--- src/rtl/alu_iter_if.sv ---
`default_nettype none
// ============================================================================
// Module      : alu_iter_if
// Description : Handshake bundle for alu_iter_unit.
//               Request side : in_valid, in_ready, op, a, b
//               Response side: out_valid, out_ready, result, result_hi,
//                              flag_z, flag_n, flag_c, flag_v, err
//               master = requester/consumer, slave = the ALU.
// Revision    : 1.0 - initial release
// ============================================================================
interface alu_iter_if #(
    parameter int WIDTH = 32
);
    logic             in_valid;
    logic             in_ready;
    logic [2:0]       op;
    logic [WIDTH-1:0] a;
    logic [WIDTH-1:0] b;
    logic             out_valid;
    logic             out_ready;
    logic [WIDTH-1:0] result;
    logic [WIDTH-1:0] result_hi;
    logic             flag_z;
    logic             flag_n;
    logic             flag_c;
    logic             flag_v;
    logic             err;

    modport master (
        output in_valid, op, a, b, out_ready,
        input  in_ready, out_valid, result, result_hi,
               flag_z, flag_n, flag_c, flag_v, err
    );

    modport slave (
        input  in_valid, op, a, b, out_ready,
        output in_ready, out_valid, result, result_hi,
               flag_z, flag_n, flag_c, flag_v, err
    );
endinterface
`default_nettype wire

--- src/rtl/alu_iter_unit.sv ---
`default_nettype none
// ============================================================================
// Module      : alu_iter_unit
// Description : Multi-cycle ALU. ADD/SUB/AND/OR/MOV and the reserved op finish
//               in one cycle; MUL (shift-add) and MOD (restoring division)
//               iterate one bit per cycle for WIDTH cycles.
// Ports       : clk, rst (sync, active-high)
//               bus (alu_iter_if.slave): in_valid/in_ready/op/a/b request,
//               out_valid/out_ready/result/result_hi/flags/err response.
// Revision    : 1.0 - initial release
// ============================================================================
module alu_iter_unit #(
    parameter int WIDTH = 32,
    parameter int CNT_W = $clog2(WIDTH + 1)
) (
    input  wire logic  clk,
    input  wire logic  rst,
    alu_iter_if.slave  bus
);
    localparam logic [2:0] c_op_add = 3'b000;
    localparam logic [2:0] c_op_sub = 3'b001;
    localparam logic [2:0] c_op_and = 3'b010;
    localparam logic [2:0] c_op_or  = 3'b011;
    localparam logic [2:0] c_op_mov = 3'b100;
    localparam logic [2:0] c_op_mul = 3'b101;
    localparam logic [2:0] c_op_mod = 3'b110;

    typedef enum logic [1:0] {
        S_IDLE = 2'd0,
        S_MUL  = 2'd1,
        S_MOD  = 2'd2,
        S_DONE = 2'd3
    } state_t;

    state_t           r_state;
    state_t           w_next_state;
    logic [CNT_W-1:0] r_cnt;
    logic [WIDTH-1:0] r_a;
    logic [WIDTH-1:0] r_b;
    logic [WIDTH-1:0] r_acc;   // MUL: running upper product; MOD: partial remainder
    logic [WIDTH-1:0] r_lo;    // MUL: multiplier shifting into product low half; MOD: dividend shifting into quotient
    logic [WIDTH-1:0] r_result;
    logic [WIDTH-1:0] r_result_hi;
    logic             r_flag_z;
    logic             r_flag_n;
    logic             r_flag_c;
    logic             r_flag_v;
    logic             r_err;

    logic             w_load_out;
    logic [WIDTH-1:0] w_fin_res;
    logic [WIDTH-1:0] w_fin_hi;
    logic             w_fin_c;
    logic             w_fin_v;
    logic             w_fin_err;
    logic [WIDTH:0]   w_add_sum;
    logic [WIDTH-1:0] w_sub_diff;
    logic [WIDTH:0]   w_mul_sum;
    logic [WIDTH-1:0] w_mul_acc;
    logic [WIDTH-1:0] w_mul_lo;
    logic [WIDTH:0]   w_mod_shift;
    logic             w_mod_fits;
    logic [WIDTH-1:0] w_mod_diff;
    logic [WIDTH-1:0] w_mod_rem;
    logic [WIDTH-1:0] w_mod_q;
    logic             w_last_iter;

    // Single-cycle arithmetic works straight off the request bus at accept.
    assign w_add_sum  = {1'b0, bus.a} + {1'b0, bus.b};
    assign w_sub_diff = bus.a - bus.b;

    // One shift-add step: add a when the current multiplier bit is set,
    // then shift the {acc,lo} pair right by one.
    assign w_mul_sum = {1'b0, r_acc} + (r_lo[0] ? {1'b0, r_a} : {(WIDTH + 1){1'b0}});
    assign w_mul_acc = w_mul_sum[WIDTH:1];
    assign w_mul_lo  = {w_mul_sum[0], r_lo[WIDTH-1:1]};

    // One restoring-division step. The remainder after a successful subtract
    // is below b, so WIDTH bits hold it. With b==0 every step "fits", which
    // naturally leaves remainder=a and quotient=all-ones.
    assign w_mod_shift = {r_acc, r_lo[WIDTH-1]};
    assign w_mod_fits  = (w_mod_shift >= {1'b0, r_b});
    assign w_mod_diff  = w_mod_shift[WIDTH-1:0] - r_b;
    assign w_mod_rem   = w_mod_fits ? w_mod_diff : w_mod_shift[WIDTH-1:0];
    assign w_mod_q     = {r_lo[WIDTH-2:0], w_mod_fits};

    assign w_last_iter = (r_cnt == CNT_W'(1));

    // State register
    always_ff @(posedge clk) begin
        if (rst) begin
            r_state <= S_IDLE;
        end else begin
            r_state <= w_next_state;
        end
    end

    // Next state and final-result selection
    always_comb begin
        w_next_state = r_state;
        w_load_out   = 1'b0;
        w_fin_res    = '0;
        w_fin_hi     = '0;
        w_fin_c      = 1'b0;
        w_fin_v      = 1'b0;
        w_fin_err    = 1'b0;
        case (r_state)
            S_IDLE: begin
                if (bus.in_valid) begin
                    if (bus.op == c_op_mul) begin
                        w_next_state = S_MUL;
                    end else if (bus.op == c_op_mod) begin
                        w_next_state = S_MOD;
                    end else begin
                        w_next_state = S_DONE;
                        w_load_out   = 1'b1;
                    end
                end
                case (bus.op)
                    c_op_add: begin
                        w_fin_res = w_add_sum[WIDTH-1:0];
                        w_fin_c   = w_add_sum[WIDTH];
                        w_fin_v   = (bus.a[WIDTH-1] == bus.b[WIDTH-1]) &&
                                    (w_add_sum[WIDTH-1] != bus.a[WIDTH-1]);
                    end
                    c_op_sub: begin
                        w_fin_res = w_sub_diff;
                        w_fin_c   = (bus.a < bus.b);
                        w_fin_v   = (bus.a[WIDTH-1] != bus.b[WIDTH-1]) &&
                                    (w_sub_diff[WIDTH-1] != bus.a[WIDTH-1]);
                    end
                    c_op_and: w_fin_res = bus.a & bus.b;
                    c_op_or:  w_fin_res = bus.a | bus.b;
                    c_op_mov: w_fin_res = bus.b;
                    c_op_mul, c_op_mod: w_fin_res = '0;
                    default:  w_fin_err = 1'b1;
                endcase
            end
            S_MUL: begin
                w_fin_res = w_mul_lo;
                w_fin_hi  = w_mul_acc;
                w_fin_c   = |w_mul_acc;
                w_fin_v   = |w_mul_acc;
                if (w_last_iter) begin
                    w_next_state = S_DONE;
                    w_load_out   = 1'b1;
                end
            end
            S_MOD: begin
                w_fin_res = w_mod_rem;
                w_fin_hi  = w_mod_q;
                w_fin_err = (r_b == '0);
                if (w_last_iter) begin
                    w_next_state = S_DONE;
                    w_load_out   = 1'b1;
                end
            end
            default: begin
                if (bus.out_ready) begin
                    w_next_state = S_IDLE;
                end
            end
        endcase
    end

    // Operand latch, iteration datapath and output registers
    always_ff @(posedge clk) begin
        if (rst) begin
            r_cnt       <= '0;
            r_a         <= '0;
            r_b         <= '0;
            r_acc       <= '0;
            r_lo        <= '0;
            r_result    <= '0;
            r_result_hi <= '0;
            r_flag_z    <= 1'b0;
            r_flag_n    <= 1'b0;
            r_flag_c    <= 1'b0;
            r_flag_v    <= 1'b0;
            r_err       <= 1'b0;
        end else begin
            case (r_state)
                S_IDLE: begin
                    if (bus.in_valid) begin
                        r_a   <= bus.a;
                        r_b   <= bus.b;
                        r_cnt <= CNT_W'(WIDTH);
                        r_acc <= '0;
                        r_lo  <= (bus.op == c_op_mul) ? bus.b : bus.a;
                    end
                end
                S_MUL: begin
                    r_acc <= w_mul_acc;
                    r_lo  <= w_mul_lo;
                    r_cnt <= r_cnt - CNT_W'(1);
                end
                S_MOD: begin
                    r_acc <= w_mod_rem;
                    r_lo  <= w_mod_q;
                    r_cnt <= r_cnt - CNT_W'(1);
                end
                default: ;
            endcase
            // Outputs change only when DONE is entered, so they hold through backpressure.
            if (w_load_out) begin
                r_result    <= w_fin_res;
                r_result_hi <= w_fin_hi;
                r_flag_z    <= (w_fin_res == '0);
                r_flag_n    <= w_fin_res[WIDTH-1];
                r_flag_c    <= w_fin_c;
                r_flag_v    <= w_fin_v;
                r_err       <= w_fin_err;
            end
        end
    end

    assign bus.in_ready  = (r_state == S_IDLE);
    assign bus.out_valid = (r_state == S_DONE);
    assign bus.result    = r_result;
    assign bus.result_hi = r_result_hi;
    assign bus.flag_z    = r_flag_z;
    assign bus.flag_n    = r_flag_n;
    assign bus.flag_c    = r_flag_c;
    assign bus.flag_v    = r_flag_v;
    assign bus.err       = r_err;
endmodule
`default_nettype wire
--- src/flat_wrapper.sv ---
// flat-port wrapper written by rule: the top's interface ports become plain ports
module alu_iter_unit_flat 
#(
    parameter int WIDTH = 32,
    parameter int CNT_W = $clog2(WIDTH + 1)
)
  (clk, rst, bus_in_valid, bus_op, bus_a, bus_b, bus_out_ready, bus_in_ready, bus_out_valid, bus_result, bus_result_hi, bus_flag_z, bus_flag_n, bus_flag_c, bus_flag_v, bus_err);
  alu_iter_if #(.WIDTH(WIDTH)) bus_i ();
  input  wire logic clk;
  input  wire logic rst;
  input wire logic [$bits(bus_i.in_valid)-1:0] bus_in_valid;
  input wire logic [$bits(bus_i.op)-1:0] bus_op;
  input wire logic [$bits(bus_i.a)-1:0] bus_a;
  input wire logic [$bits(bus_i.b)-1:0] bus_b;
  input wire logic [$bits(bus_i.out_ready)-1:0] bus_out_ready;
  output wire logic [$bits(bus_i.in_ready)-1:0] bus_in_ready;
  output wire logic [$bits(bus_i.out_valid)-1:0] bus_out_valid;
  output wire logic [$bits(bus_i.result)-1:0] bus_result;
  output wire logic [$bits(bus_i.result_hi)-1:0] bus_result_hi;
  output wire logic [$bits(bus_i.flag_z)-1:0] bus_flag_z;
  output wire logic [$bits(bus_i.flag_n)-1:0] bus_flag_n;
  output wire logic [$bits(bus_i.flag_c)-1:0] bus_flag_c;
  output wire logic [$bits(bus_i.flag_v)-1:0] bus_flag_v;
  output wire logic [$bits(bus_i.err)-1:0] bus_err;
  assign bus_i.in_valid = bus_in_valid;
  assign bus_i.op = bus_op;
  assign bus_i.a = bus_a;
  assign bus_i.b = bus_b;
  assign bus_i.out_ready = bus_out_ready;
  assign bus_in_ready = bus_i.in_ready;
  assign bus_out_valid = bus_i.out_valid;
  assign bus_result = bus_i.result;
  assign bus_result_hi = bus_i.result_hi;
  assign bus_flag_z = bus_i.flag_z;
  assign bus_flag_n = bus_i.flag_n;
  assign bus_flag_c = bus_i.flag_c;
  assign bus_flag_v = bus_i.flag_v;
  assign bus_err = bus_i.err;
  alu_iter_unit #(.WIDTH(WIDTH), .CNT_W(CNT_W)) u_core (.clk(clk), .rst(rst), .bus(bus_i));
endmodule
--- config.mk ---
export PLATFORM = sky130hd
export DESIGN_NAME = alu_iter_unit_flat
export DESIGN_NICKNAME = d
export VERILOG_FILES = /design/src/rtl/alu_iter_if.sv /design/src/rtl/alu_iter_unit.sv /design/src/flat_wrapper.sv
export SDC_FILE = /design/constraint.sdc
export NUM_CORES = 1
export LEC_CHECK = 0
export ABC_CLOCK_PERIOD_IN_PS = 5000
export BUFFER_PORTS_ARGS = -buffer_cell sky130_fd_sc_hd__buf_4
export CAP_MARGIN = 5
export CORE_AREA = 2 2 198 200
export DETAILED_ROUTE_END_ITERATION = 12
export DIE_AREA = 0 0 200 202
export PLACE_DENSITY = 0.69
export SLEW_MARGIN = 20
export SYNTH_ARGS = -nofsm -noshare
export SYNTH_HDL_FRONTEND = slang
export SYNTH_SLANG_ARGS = --single-unit
export TNS_END_PERCENT = 30
--- constraint.sdc ---
create_clock -name clk -period 5 [get_ports clk]
set_input_delay 0.75 -clock clk [delete_from_list [all_inputs] [get_ports clk]]
set_output_delay 0.75 -clock clk [all_outputs]
set_load 0.05 [all_outputs]
==> reports/metrics.yaml, run 1 <==
cells_and_area:
  area_growth_syn_to_layout_pct: 13.3
  layout.nets: 3045
  final_cell_mix: "nand2_1 (385), a21oi_1 (362), nor2_1 (241)"
  layout_commonest_cell: "nand2_1"
  drive_above_1_share_pct: 10.9
  final_cells: 3333
logic_synthesis:
  ys_top_cells_by_area: "dfxtp_1 (21%), ha_1 (12%), a21oi_1 (9.5%), nand2_1 (7.6%), nor2_1 (4.8%)"
  postSynthAreaPerCell_um2: 6.96
  yosysWarnings: 0
  synthDistinctLibCells: 84
  synthMuxAreaShare_pct: 0.474
  yosys.area.top_type_share_pct: 21.5
  synth-seq-cells: 204
  ys_seq_area_share_pct: 21.5
  synth_edf_count: 0
  synth.cell_area_um2: 19000
  yosys.area_share.simple_pct: 24.6
  synth_top_area_cell: "dfxtp_1"
  synth_top_family_by_area: "compound AO/OA/AOI/OAI gates"
  netlist_instances: 2733
  synth_compound_area_share_pct: 31.4
  synth_xor_area_share_pct: 3.13
  synthFlopType: "dfxtp_1"
  synthAdderAreaFrac_pct: 11.9
  synthArstFlopShare_pct: 0
  syn_nets: 2983
clock_network:
  cts_tree: "yes"
  clock_path_buffers: 3
  clkLatencyLatePin_ps: 530
  cts_resized: 0
  clkTransAtPathRegs_ps: 70
  cts_hold_buf: 0
  cts_buffers: 22
  h-tree-depth: 1
  cts_sinks: 204
  clockRootBuffer: "clkbuf_16"
  postCtsSetupBuffers: 0
sta:
  slew_viol_final: 0
  fin_crit_ps: 4600
  fin_crit_sh_pct: 92.0
  hold_viol_final: 0
  final.setup.tns_ps: 0
  fin_skew_ps: 17.7
  setup_viol: 0
  fmax_mhz: 217
  rsz0062_at_grt: "no"
  timing.final.ws_setup_ps: 398
  max-slew-margin-rel_pct: 21.2
  worst_slew_pin_slew_ps: 1180
global_routing:
  globalRouteOverflowTotal: 0
  grt_use_total_pct: 38.7
  grt_pass1_vias: 19853
  grt_max_degree: 113
  grt_pass1_wl_mm: 120
  antenna_found_initial: 6
floorplan:
  core_um2: 38300
  die_area_um2: 40400
  chipWidth_um: 200
  start_util_pct: 49.7
  row_count: 72
  ios: 142
  die_h_um: 202
critical_path:
  critPathTopFamily: "compound AO/OA/AOI/OAI gates"
  cp.arrival_ps: 5010
  startpoint_type: "flip-flop"
  cpPeakStageDelay_ps: 570
  required_ps: 5410
  cp-end-kind: "flip-flop"
  cp_cell_sequence: "inv_1 -> ha_1 -> nand4_1 -> or4_4 -> o31a_1 -> o21ai_0 -> buf_4 -> nor2_1 -> buf_4 -> o311ai_0 -> nor4b_1 -> a41oi_1 -> buf_4 -> nor2_1 -> and4_1 -> a41o_1"
  critPathKind: "reg -> reg"
  critPathBufInv: 4
  cp_max_fo: 11
  crit_top_cell: "buf_4"
  slowest_stage: "or4_4"
routing:
  via_per_inst: 6.55
  final_antenna_net_count: 0
  first_pass_iters: 6
  routed_wl_mm: 80.1
  num_vias: 21826
  wire_per_inst_um: 24.0
  drcViolationCount: 0
  drt_iter0_drc: 3301
placement:
  dp_slack_ps: -4.02
  dp_cells: 3289
  gp_congestion: 1.00
  hpwl_mm: 62.0
  io_buffers: 141
power:
  intPower_w: 0.00462
  p_seq_share_pct: 24.5
  powerDensity_nw_per_um2: 421
  switchingPower_w: 0.00444
  pwr-share-comb_pct: 54.9
  power.share.clock_pct: 20.6
  peakVddDrop_v: 0.000473
  p_leak_nw: 9.05
  swShare_pct: 49.0
flow_run:
  drv_cap: 0
run_status:
  status: "finished, final reports clean"
min_path:
  hold_class: "reg -> reg"
==> final timing paths <==
path         depth (start not counted)  slack, ps                       end                startpoint
min                                  2        450  u_core.bus.result_hi[27]  u_core.bus.result_hi[27]
max reg2reg                         16        400         u_core.bus.flag_z            u_core.r_b[28]
min reg2reg                          2        450  u_core.bus.result_hi[27]  u_core.bus.result_hi[27]
max                                 16        400         u_core.bus.flag_z            u_core.r_b[28]
==> through the flow <==
step	instance area (um^2)	util (%)	total power (W)	hold slack [ps]
2_1_floorplan	19000	-	0.00532	432
3_3_place_gp	20700	54.1	0.00697	438
3_5_place_dp	20700	54.1	0.00703	442
4_1_cts	21500	56.2	0.00890	452
5_1_grt	21500	56.3	0.00946	462
6_report	21500	56.3	0.00907	450
==> power by group through the flow <==
| stage | Sequential (W) | Clock [W] | Combinational (W) |
|---|---|---|---|
| final | 0.00222 | 0.00187 | 0.00497 |
| after global routing | 0.00224 | 0.00194 | 0.00527 |
| after CTS | 0.00220 | 0.00188 | 0.00482 |
| after detailed placement | 0.00224 | 0 | 0.00479 |
| after global placement | 0.00222 | 0 | 0.00475 |
| after floorplan | 0.00244 | 0 | 0.00289 |
==> cell type report <==
cell class | count | area (um^2)
clock inverter | 11 | 186
inverter | 153 | 574
antenna | 5 | 12.5
sequential | 204 | 4080
timing repair buffer | 229 | 1740
fill | 3718 | 16700
multi-input combinational | 2185 | 13700
tap | 518 | 648
clock buffer | 28 | 634
==> tightest hold or removal path, stage by stage (launching register included) <==
cell	delay, ps
dfxtp_1	310
nand2_1	50
a21oi_1	50
==> flip-flops by register name (all words and copies together) (netlist names) <==
signal / flops
u_core.bus.result_hi: 32
u_core.r_a: 32
u_core.r_state: 2
u_core.r_b: 32
u_core.bus.flag_c: 1
u_core.bus.flag_v: 1
u_core.bus.flag_z: 1
u_core.r_lo: 32
u_core.r_cnt: 6
u_core.bus.result: 31
u_core.r_acc: 32
u_core.bus.flag_n: 1
u_core.bus.err: 1
==> metal layers <==
layer,wire (um),GRT usage (%)
met1,34300,58.5
met2,32900,56.4
met3,10200,5.61
met4,2660,11.0
met5,0,0
==> cells by family after synthesis <==
family / count (synthesis)
multiplexers: 9
flip-flops: 204
AO/OA/AOI/OAI: 914
XOR/XNOR: 68
buffers and inverters: 344
AND/OR/NAND/NOR: 1015
adder cells (fa/ha/maj): 179
==> Yosys cell counts, drive strengths merged (14+ instances only) <==
library cell and count:
a211o 17, a211oi 75, a21o 39, a21oi 362
a221oi 16, a22oi 14, a311oi 25, a31oi 23
and2 59, and3 25, buf 33, clkbuf 158
dfxtp 204, ha 175, inv 152, nand2 387
nand2b 20, nand3 78, nand4 30, nor2 243
nor2b 15, nor3 65, nor4 26, o211ai 47
o21a 18, o21ai 106, o21bai 14, o31ai 21
or3 22, xnor2 38, xor2 30
(Power assumes the default switching activity.)
==> run 2: changes to the inputs <==
--- a/config.mk
+++ b/config.mk
@@ -6,12 +6,13 @@
 export NUM_CORES = 1
 export LEC_CHECK = 0
 export ABC_CLOCK_PERIOD_IN_PS = 5000
-export BUFFER_PORTS_ARGS = -buffer_cell sky130_fd_sc_hd__buf_4
 export CAP_MARGIN = 5
 export CORE_AREA = 2 2 198 200
 export DETAILED_ROUTE_END_ITERATION = 12
 export DIE_AREA = 0 0 200 202
-export PLACE_DENSITY = 0.69
+export DONT_BUFFER_PORTS = 1
+export PLACE_DENSITY = 0.66
+export SKIP_CTS_REPAIR_TIMING = 1
 export SLEW_MARGIN = 20
 export SYNTH_ARGS = -nofsm -noshare
 export SYNTH_HDL_FRONTEND = slang
==> run 2 against run 1 <==
  * Fmax shrank 1.9%
  * Non-clock buffer count fell by 152
  * Sequential cell count unchanged
  * Clock skew decreased by 2.9 ps
  * Critical path type unchanged
  * Count of clock-buffer cells in the layout rose by 6
  * Worst setup slack got worse by 88 ps
  * Sequential power rose by 14%
  * Hold slack worse by 170 ps
  * Sequential share of layout area up 1.2 points
==> reports/metrics.yaml, run 2 (synthesized netlist as in run 1, its figures left out) <==
sta:
  timing.final.ws_setup_ps: 310  # was 398 ps
  fin_crit_ps: 4690  # was 4600 ps
  setup_viol: 0  # unchanged
  fin_crit_sh_pct: 93.8  # was 92.0%
  slew_viol_final: 0  # unchanged
  holdWs_ps: 283  # was 450 ps
  fin_skew_ps: 14.7  # was 17.7 ps
  worst_slew_pin_slew_ps: 1000  # was 1180 ps
  final.setup.tns_ps: 0  # unchanged
  hold_viol_final: 0  # unchanged
  fmax_mhz: 213  # was 217 MHz
  max-slew-margin-rel_pct: 32.8  # was 21.2%
  rsz0062_at_grt: "no"  # unchanged
flow_run:
  drv_cap: 0  # unchanged
placement:
  gp_congestion: 1.01  # was 1.00
  io_buffers: 0  # was 141
  dp_slack_ps: 126  # was -4.02 ps
  hpwl_mm: 61.1  # was 62.0 mm
  dpl_cell_area_um2: 19600  # was 20700 um^2
global_routing:
  antenna_found_initial: 1  # was 6
  globalRouteOverflowTotal: 0  # unchanged
  grt_pass1_wl_mm: 119  # was 120 mm
  grt_use_total_pct: 38.4  # was 38.7%
  grt_pass1_vias: 19181  # was 19853
  grt_max_degree: 196  # was 113
cells_and_area:
  multi_input_area_um2: 13700  # unchanged
  final_cell_mix: "nand2_1 (385), a21oi_1 (362), nor2_1 (241)"  # unchanged
  seqCellArea_um2: 4090  # was 4080 um^2
  layout_commonest_cell: "nand2_1"  # unchanged
  area_growth_syn_to_layout_pct: 6.71  # was 13.3%
  fin_area_um2: 20300  # was 21500 um^2
  layout.nets: 2894  # was 3045
  diodes: 0  # was 5
  drive_above_1_share_pct: 5.64  # was 10.9%
  final.fill_count: 3851  # was 3718
clock_network:
  clockRootBuffer: "clkbuf_16"  # unchanged
  clkTransAtPathRegs_ps: 60  # was 70 ps
  cts_sinks: 204  # unchanged
  clock_path_buffers: 3  # unchanged
  cts_tree: "yes"  # unchanged
  clkLatencyLatePin_ps: 540  # was 530 ps
  h-tree-depth: 1  # unchanged
  cts_buffers: 23  # was 22
routing:
  routed_wl_mm: 79.3  # was 80.1 mm
  via_per_inst: 6.59  # was 6.55
  final_antenna_net_count: 0  # unchanged
  highest-signal-layer: "met4"  # unchanged
  wire_per_inst_um: 24.9  # was 24.0 um
  drt_iter0_drc: 2634  # was 3301
  drcViolationCount: 0  # unchanged
  m1WireLength_mm: 34.8  # was 34.3 mm
  wl_met3_mm: 9.55  # was 10.2 mm
  num_vias: 20927  # was 21826
  met2_length_mm: 32.5  # was 32.9 mm
  first_pass_iters: 6  # unchanged
min_path:
  hold_class: "in -> reg"  # was reg -> reg
floorplan:
  die_area_um2: 40400  # unchanged
  core_um2: 38300  # unchanged
  row_count: 72  # unchanged
  die_h_um: 202  # unchanged
  ios: 142  # unchanged
  start_util_pct: 49.7  # unchanged
  chipWidth_um: 200  # unchanged
critical_path:
  cp.arrival_ps: 5130  # was 5010 ps
  required_ps: 5440  # was 5410 ps
  startpoint_type: "flip-flop"  # unchanged
  cp_max_fo: 18  # was 11
  critPathKind: "reg -> reg"  # unchanged
  cp-end-kind: "flip-flop"  # unchanged
run_status:
  status: "finished, final reports clean"  # unchanged
power:
  powerDensity_nw_per_um2: 424  # was 421 nW/um^2
  p_leak_nw: 8.22  # was 9.05 nW
  total_power_w: 0.00859  # was 0.00907 W
  peakVddDrop_v: 0.000264  # was 0.000473 V
## run 2: changes by cell type in the layout (fill, tap and decap cells not counted), sizes merged
cell | previous run | this run
buf | 229 | 77
bufinv | 5 | 2
clkbuf | 28 | 34
clkinv | 5 | 4
diode | 5 | 0
inv | 153 | 152
## run 2: final cells by class
cell class	count	share of cell area (%)
clock buffer	34	3.19
clock inverter	6	0.407
inverter	153	2.83
multi-input combinational	2185	67.4
sequential	204	20.1
tap	518	3.20
timing repair buffer	77	2.85
## run 2: where the power goes
| part | internal [W] | switching, W |
|---|---|---|
| clock | 0.000993 | 0.000719 |
| sequential | 0.00193 | 0.000610 |
| combinational | 0.00136 | 0.00298 |
## run 2: critical path: stages (launching register included)
cell and delay (ps):
dfxtp_1 390, inv_1 90, ha_1 360, nand3_1 130, a21oi_1 250, a2111o_1 200
nand4_1 250, a211oi_1 410, buf_4 280, nor2_1 110, buf_4 260, o311ai_0 560
nor4b_1 120, a41oi_1 460, buf_4 220, nor2_1 50, and4_1 230, a41o_1 220
## run 2: per-stage QoR
step,std cells,utilization [%]
floorplan,2733,-
global placement,3137,51.1
detailed placement,3137,51.1
CTS,3177,53.0
global route,3177,53.0
finish,3177,53.0
## run 2: path summary, 6_finish.rpt
| path | startpoint | end | slack, ps | cells past startpoint |
|---|---|---|---|---|
| min reg2reg | u_core.r_a[26] | u_core.r_a[26] | 450 | 2 |
| min | rst | u_core.r_a[28] | 280 | 1 |
| max | u_core.r_b[4] | u_core.bus.flag_z | 310 | 17 |
| max reg2reg | u_core.r_b[4] | u_core.bus.flag_z | 310 | 17 |
## run 2: layer usage
layer,GRT usage [%],vias to the layer above
li1,-,9669
met4,11.0,0
met3,9.33,124
met2,55.1,1191
met5,0,-
met1,56.4,9943
